[src/rtl/kb_move_ctrl.sv]
// PS/2 scan-code decoder that turns arrow/WASD/Enter bytes into move pulses and key-held flags.
// Optional build macro AUTO_REPEAT_EN adds periodic re-pulsing of the most recently pressed direction.
module kb_move_ctrl #(
  parameter int TIMEOUT_CYC   = 50000,
  parameter int REPEAT_PERIOD = 25000000
) (
  input  logic       clk,
  input  logic       reset,
  input  logic       scan_tick,
  input  logic [7:0] scan_code,
  output logic       move_up,
  output logic       move_down,
  output logic       move_left,
  output logic       move_right,
  output logic       start_pulse,
  output logic [3:0] held
);

  typedef enum logic [1:0] {IDLE, EXT, BRK, EXT_BRK} state_t;
  typedef enum logic [1:0] {EV_NONE, EV_MAKE, EV_BREAK} event_t;

  // Direction index doubles as the bit position in held: up=3, down=2, left=1, right=0.
  localparam logic [1:0] DIR_UP    = 2'd3;
  localparam logic [1:0] DIR_DOWN  = 2'd2;
  localparam logic [1:0] DIR_LEFT  = 2'd1;
  localparam logic [1:0] DIR_RIGHT = 2'd0;

  localparam int             TW      = $clog2(TIMEOUT_CYC + 1);
  localparam logic [TW-1:0]  TMO_MAX = TW'(TIMEOUT_CYC);

  if (TIMEOUT_CYC < 1 || REPEAT_PERIOD < 1) begin : g_param_check
    $error("kb_move_ctrl: TIMEOUT_CYC and REPEAT_PERIOD must be at least 1");
  end

  state_t        state, nxt_state;
  event_t        ev;
  logic          ev_ext;
  logic          dir_hit;
  logic [1:0]    dir_idx;
  logic          start_hit;
  logic          make_new;
  logic          brk_hit;
  logic [TW-1:0] tmo_cnt;
  logic [3:0]    move_q;

  // NOTE: every signal assigned in an always_comb gets a default first so no path
  // leaves it unassigned, which would otherwise infer a latch.
  always_comb begin
    nxt_state = state;
    ev        = EV_NONE;
    ev_ext    = 1'b0;
    if (scan_tick) begin
      unique case (state)
        IDLE: begin
          if (scan_code == 8'hE0)      nxt_state = EXT;
          else if (scan_code == 8'hF0) nxt_state = BRK;
          else                         ev = EV_MAKE;
        end
        EXT: begin
          if (scan_code == 8'hF0)      nxt_state = EXT_BRK;
          else if (scan_code == 8'hE0) nxt_state = EXT;
          else begin
            ev        = EV_MAKE;
            ev_ext    = 1'b1;
            nxt_state = IDLE;
          end
        end
        BRK: begin
          if (scan_code == 8'hE0) nxt_state = EXT_BRK;
          else begin
            ev        = EV_BREAK;
            nxt_state = IDLE;
          end
        end
        EXT_BRK: begin
          ev        = EV_BREAK;
          ev_ext    = 1'b1;
          nxt_state = IDLE;
        end
        default: nxt_state = IDLE;
      endcase
    end else if (state != IDLE && tmo_cnt == TMO_MAX - 1'b1) begin
      // A prefix left dangling too long is dropped so a lost byte cannot wedge the decoder.
      nxt_state = IDLE;
    end
  end

  always_comb begin
    dir_hit = 1'b0;
    dir_idx = DIR_UP;
    if (ev_ext) begin
      unique case (scan_code)
        8'h75:   begin dir_hit = 1'b1; dir_idx = DIR_UP;    end
        8'h72:   begin dir_hit = 1'b1; dir_idx = DIR_DOWN;  end
        8'h6B:   begin dir_hit = 1'b1; dir_idx = DIR_LEFT;  end
        8'h74:   begin dir_hit = 1'b1; dir_idx = DIR_RIGHT; end
        default: dir_hit = 1'b0;
      endcase
    end else begin
      unique case (scan_code)
        8'h1D:   begin dir_hit = 1'b1; dir_idx = DIR_UP;    end
        8'h1B:   begin dir_hit = 1'b1; dir_idx = DIR_DOWN;  end
        8'h1C:   begin dir_hit = 1'b1; dir_idx = DIR_LEFT;  end
        8'h23:   begin dir_hit = 1'b1; dir_idx = DIR_RIGHT; end
        default: dir_hit = 1'b0;
      endcase
    end
  end

  assign start_hit = (ev == EV_MAKE) && !ev_ext && (scan_code == 8'h5A);
  assign make_new  = (ev == EV_MAKE) && dir_hit && !held[dir_idx];
  assign brk_hit   = (ev == EV_BREAK) && dir_hit;

`ifdef AUTO_REPEAT_EN
  localparam int            RW      = $clog2(REPEAT_PERIOD + 1);
  localparam logic [RW-1:0] REP_MAX = RW'(REPEAT_PERIOD - 1);

  logic [1:0]    last_dir;
  logic [RW-1:0] rep_cnt;
`endif

  // NOTE: all state below uses non-blocking assignments so every register samples
  // the pre-edge values and the result does not depend on statement order.
  always_ff @(posedge clk) begin
    if (reset) begin
      state       <= IDLE;
      tmo_cnt     <= '0;
      move_q      <= '0;
      start_pulse <= 1'b0;
      held        <= '0;
`ifdef AUTO_REPEAT_EN
      last_dir    <= DIR_UP;
      rep_cnt     <= '0;
`endif
    end else begin
      state       <= nxt_state;
      move_q      <= '0;
      start_pulse <= start_hit;

      if (scan_tick || state == IDLE) tmo_cnt <= '0;
      else if (tmo_cnt != TMO_MAX)    tmo_cnt <= tmo_cnt + 1'b1;

`ifdef AUTO_REPEAT_EN
      // Repeat only the latest newly-held key; a break of it stops repeating for good.
      if (held[last_dir] && !(brk_hit && dir_idx == last_dir)) begin
        if (rep_cnt == REP_MAX) begin
          rep_cnt          <= '0;
          move_q[last_dir] <= 1'b1;
        end else begin
          rep_cnt <= rep_cnt + 1'b1;
        end
      end
`endif

      if (make_new) begin
        held[dir_idx]   <= 1'b1;
        move_q[dir_idx] <= 1'b1;
`ifdef AUTO_REPEAT_EN
        last_dir        <= dir_idx;
        rep_cnt         <= '0;
`endif
      end

      if (brk_hit) held[dir_idx] <= 1'b0;
    end
  end

  assign move_up    = move_q[DIR_UP];
  assign move_down  = move_q[DIR_DOWN];
  assign move_left  = move_q[DIR_LEFT];
  assign move_right = move_q[DIR_RIGHT];

endmodule

[config.mk]
export PLATFORM = sky130hd
export DESIGN_NAME = kb_move_ctrl
export DESIGN_NICKNAME = d
export VERILOG_FILES = /design/src/rtl/kb_move_ctrl.sv
export SDC_FILE = /design/constraint.sdc
export NUM_CORES = 1
export LEC_CHECK = 0
export BUFFER_PORTS_ARGS = -buffer_cell sky130_fd_sc_hd__buf_4
export CORE_MARGIN = 10
export CORE_UTILIZATION = 55
export DETAILED_ROUTE_END_ITERATION = 10
export GPL_TIMING_DRIVEN = 0
export PLACE_DENSITY = 0.79
export SLEW_MARGIN = 20
export SYNTH_ARGS = -nofsm -noshare
export SYNTH_HDL_FRONTEND = slang
export SYNTH_SLANG_ARGS = --single-unit
export TNS_END_PERCENT = 100
[constraint.sdc]
create_clock -name clk -period 2.4 [get_ports clk]
set_input_delay 0.36 -clock clk [delete_from_list [all_inputs] [get_ports clk]]
set_output_delay 0.36 -clock clk [all_outputs]
set_load 0.1 [all_outputs]
==> flow_summary.ini <==
[outcome]
outcome = finished clean

[power_and_ir_drop]
power_switching_uw = 157.6
power_frac_seq = 0.648
p_leak_uw = 0.0005640
power_density_nw_per_um2 = 418.3
clkPwrFrac = 0.275
power.total_uw = 692.9
internal-power_uw = 535.3
max-vdd-ir-drop_v = 0.0004492
switching_share = 0.2274
comb_power_share = 0.077

[sta]
post-route-period-util = 0.7997
drv_slew = 0
setup_viol = 0
finalHoldViolations = 0
fmax_ghz = 0.5210
fin_skew_ns = 0.009651
setup_tns_ns = 0
relSlewSlack = 0.6308
worst_slew_pin_slew_ns = 0.5461
finalCriticalPeriod_ns = 1.919
rsz0062_at_grt = false

[cts]
root_buffer = clkbuf_4
ctsHoldBuffers = 0
clk_latency_ns = 0.32
cts_setup_buffers = 0
cts_buffers = 3
clk_pin_slew_ns = 0.14
cts_buffer_depth = 2
cts_tree = done
cts.sinks = 27
h-tree-depth = 1
cts-resized-gates = 0

[die]
initial_core_util = 0.5796
die-height_um = 71.33
die_area_um2 = 5087
die_w_um = 71.33
core_um2 = 2500
io_pins = 20
rows = 18

[placement]
placed_cells = 212
port_buffers = 19
dp_hpwl_um = 2385
dpl_cell_area_um2 = 1629
routabilityCongestion = 0.9463

[synth]
async_reset_ff_frac = 0
synth_seq_cells = 27
syn_area_um2 = 1449
yosysWarningCount = 0
syn_nets = 176
synth.yosys.seq_area_share = 0.3731
synth_top_area_cell = dfxtp_1
yosysUniqueCellTypes = 43
netlist_instances = 163
ys.flop_type = dfxtp_1
synth-edff-count = 0
synth_top_area_frac = 0.3731
avgSynthCellArea_um2 = 8.889
synthTopCellsByArea = dfxtp_1, nor2_1, xor2_1

[worst_setup_path]
slowest_stage = or4b_4
path_buf_inv = 1
cp-end-kind = flop
reg2reg_depth = 6
start_kind = primary input
crit_fanout = 8
cp_top_family = simple AND/OR/NAND/NOR gates
cp_num_cells = 6
rrSetupSlack_ns = 0.57
worst-endpoint-required_ns = 2.62
max_stage_delay_ns = 0.54
crit_arrival_ns = 2.14
crit_type = in2reg
path_cells = buf_4, or4b_4, o311a_4, o21a_2, nor3_2, nor4b_1

[global_route]
gr-usage-all-layers = 0.1170
grt_start_max_net_pins = 16
grt_pass1_vias = 1151
grt_pass1_wl_um = 5126
antenna_found_initial = 0
overflow = 0

[cells_and_area]
antenna_cells = 0
layout_common_cells = dfxtp_1, nor2_1, buf_4, a21oi_1, xor2_1
regArea_um2 = 540.5
syn2layout_area_growth_pct = 14.34
drive_gt1_frac = 0.2043
fillers = 227
fin_util = 0.6627
finalNetCount = 200
fin_cells = 216
final_common_cell = dfxtp_1
final_cell_area_um2 = 1657
multi_input_area_um2 = 870.8

[route]
drc = 0
ant_nets = 0
finalWirelength_um = 2980
viasPerCell = 5.782
drtPass1Iterations = 4
drtIter0Drc = 67
vias = 1249
routedWlPerCell_um = 13.80

[worst_hold_path]
whs_path_depth = 2
hold_path.class = in2reg

[run]
maxCapViolations = 0
## Yosys cell counts, types with 2 or more instances
master / count
a211oi_1: 7
a21oi_1: 10
a31oi_1: 2
and3_1: 2
clkbuf_1: 2
dfxtp_1: 27
ha_1: 2
inv_1: 4
nand2_1: 5
nand2b_1: 3
nand3_1: 7
nand3b_1: 5
nand4_1: 6
nor2_1: 25
nor2b_1: 2
nor3_1: 5
nor4b_1: 4
o21ai_0: 5
or3_1: 3
or3b_2: 3
xnor2_1: 5
xor2_1: 8
## layer usage
layer  track usage  vias to the layer above  share of wire
met5             0                        -              0
met2        0.1863                       21           0.46
li1              -                      644              -
met3       0.03581                        4          0.057
met4       0.03226                        0         0.0091
met1        0.1479                      580           0.47
## logic make-up after synthesis
family / count (synthesis) / synth area share
buf+inv: 8 / 0.02590
mux: 1 / 0.006909
fa+ha+maj: 2 / 0.01727
flops: 27 / 0.3731
simple gates: 80 / 0.3325
xor+xnor: 13 / 0.07858
compound gates: 32 / 0.1658
## through the flow
stage	hold slack [ns]	setup slack, ns
floorplan	0.4375	0.3556
global placement	0.4401	0.1803
detailed placement	0.4504	0.1235
CTS	0.2220	0.4638
global route	0.2097	0.4362
finish	0.2328	0.4806
## power by group through the flow
stage / Combinational, uW / Clock (uW) / Sequential (uW)
3_5_place_dp: 52.7 / 0 / 459
4_1_cts: 52.9 / 200 / 449
6_report: 53.3 / 191 / 449
3_3_place_gp: 51.0 / 0 / 459
5_1_grt: 58.4 / 220 / 449
2_1_floorplan: 25.9 / 0 / 460
## final timing paths
path | startpoint | to
worst max-delay path | scan_code[0] | move_q[2]
worst min register to register | held[1] | move_q[1]
worst min-delay path | scan_code[7] | start_pulse
worst max register to register | tmo_cnt[8] | tmo_cnt[1]
## registers in the layout (all words and copies together) (netlist names)
name and count:
move_q 4, start_pulse 1, tmo_cnt 16, held 4, state 2
## area by class of cell
type | instances | share of cell area
Inverter | 4 | 0.009063
Clock buffer | 3 | 0.01360
Sequential cell | 27 | 0.3263
Timing Repair Buffer | 19 | 0.08610
Multi-Input combinational cell | 128 | 0.5257
Tap cell | 30 | 0.02266
Clock inverter | 1 | 0.003021
Buffer | 4 | 0.01360
(Power assumes the default switching activity.)
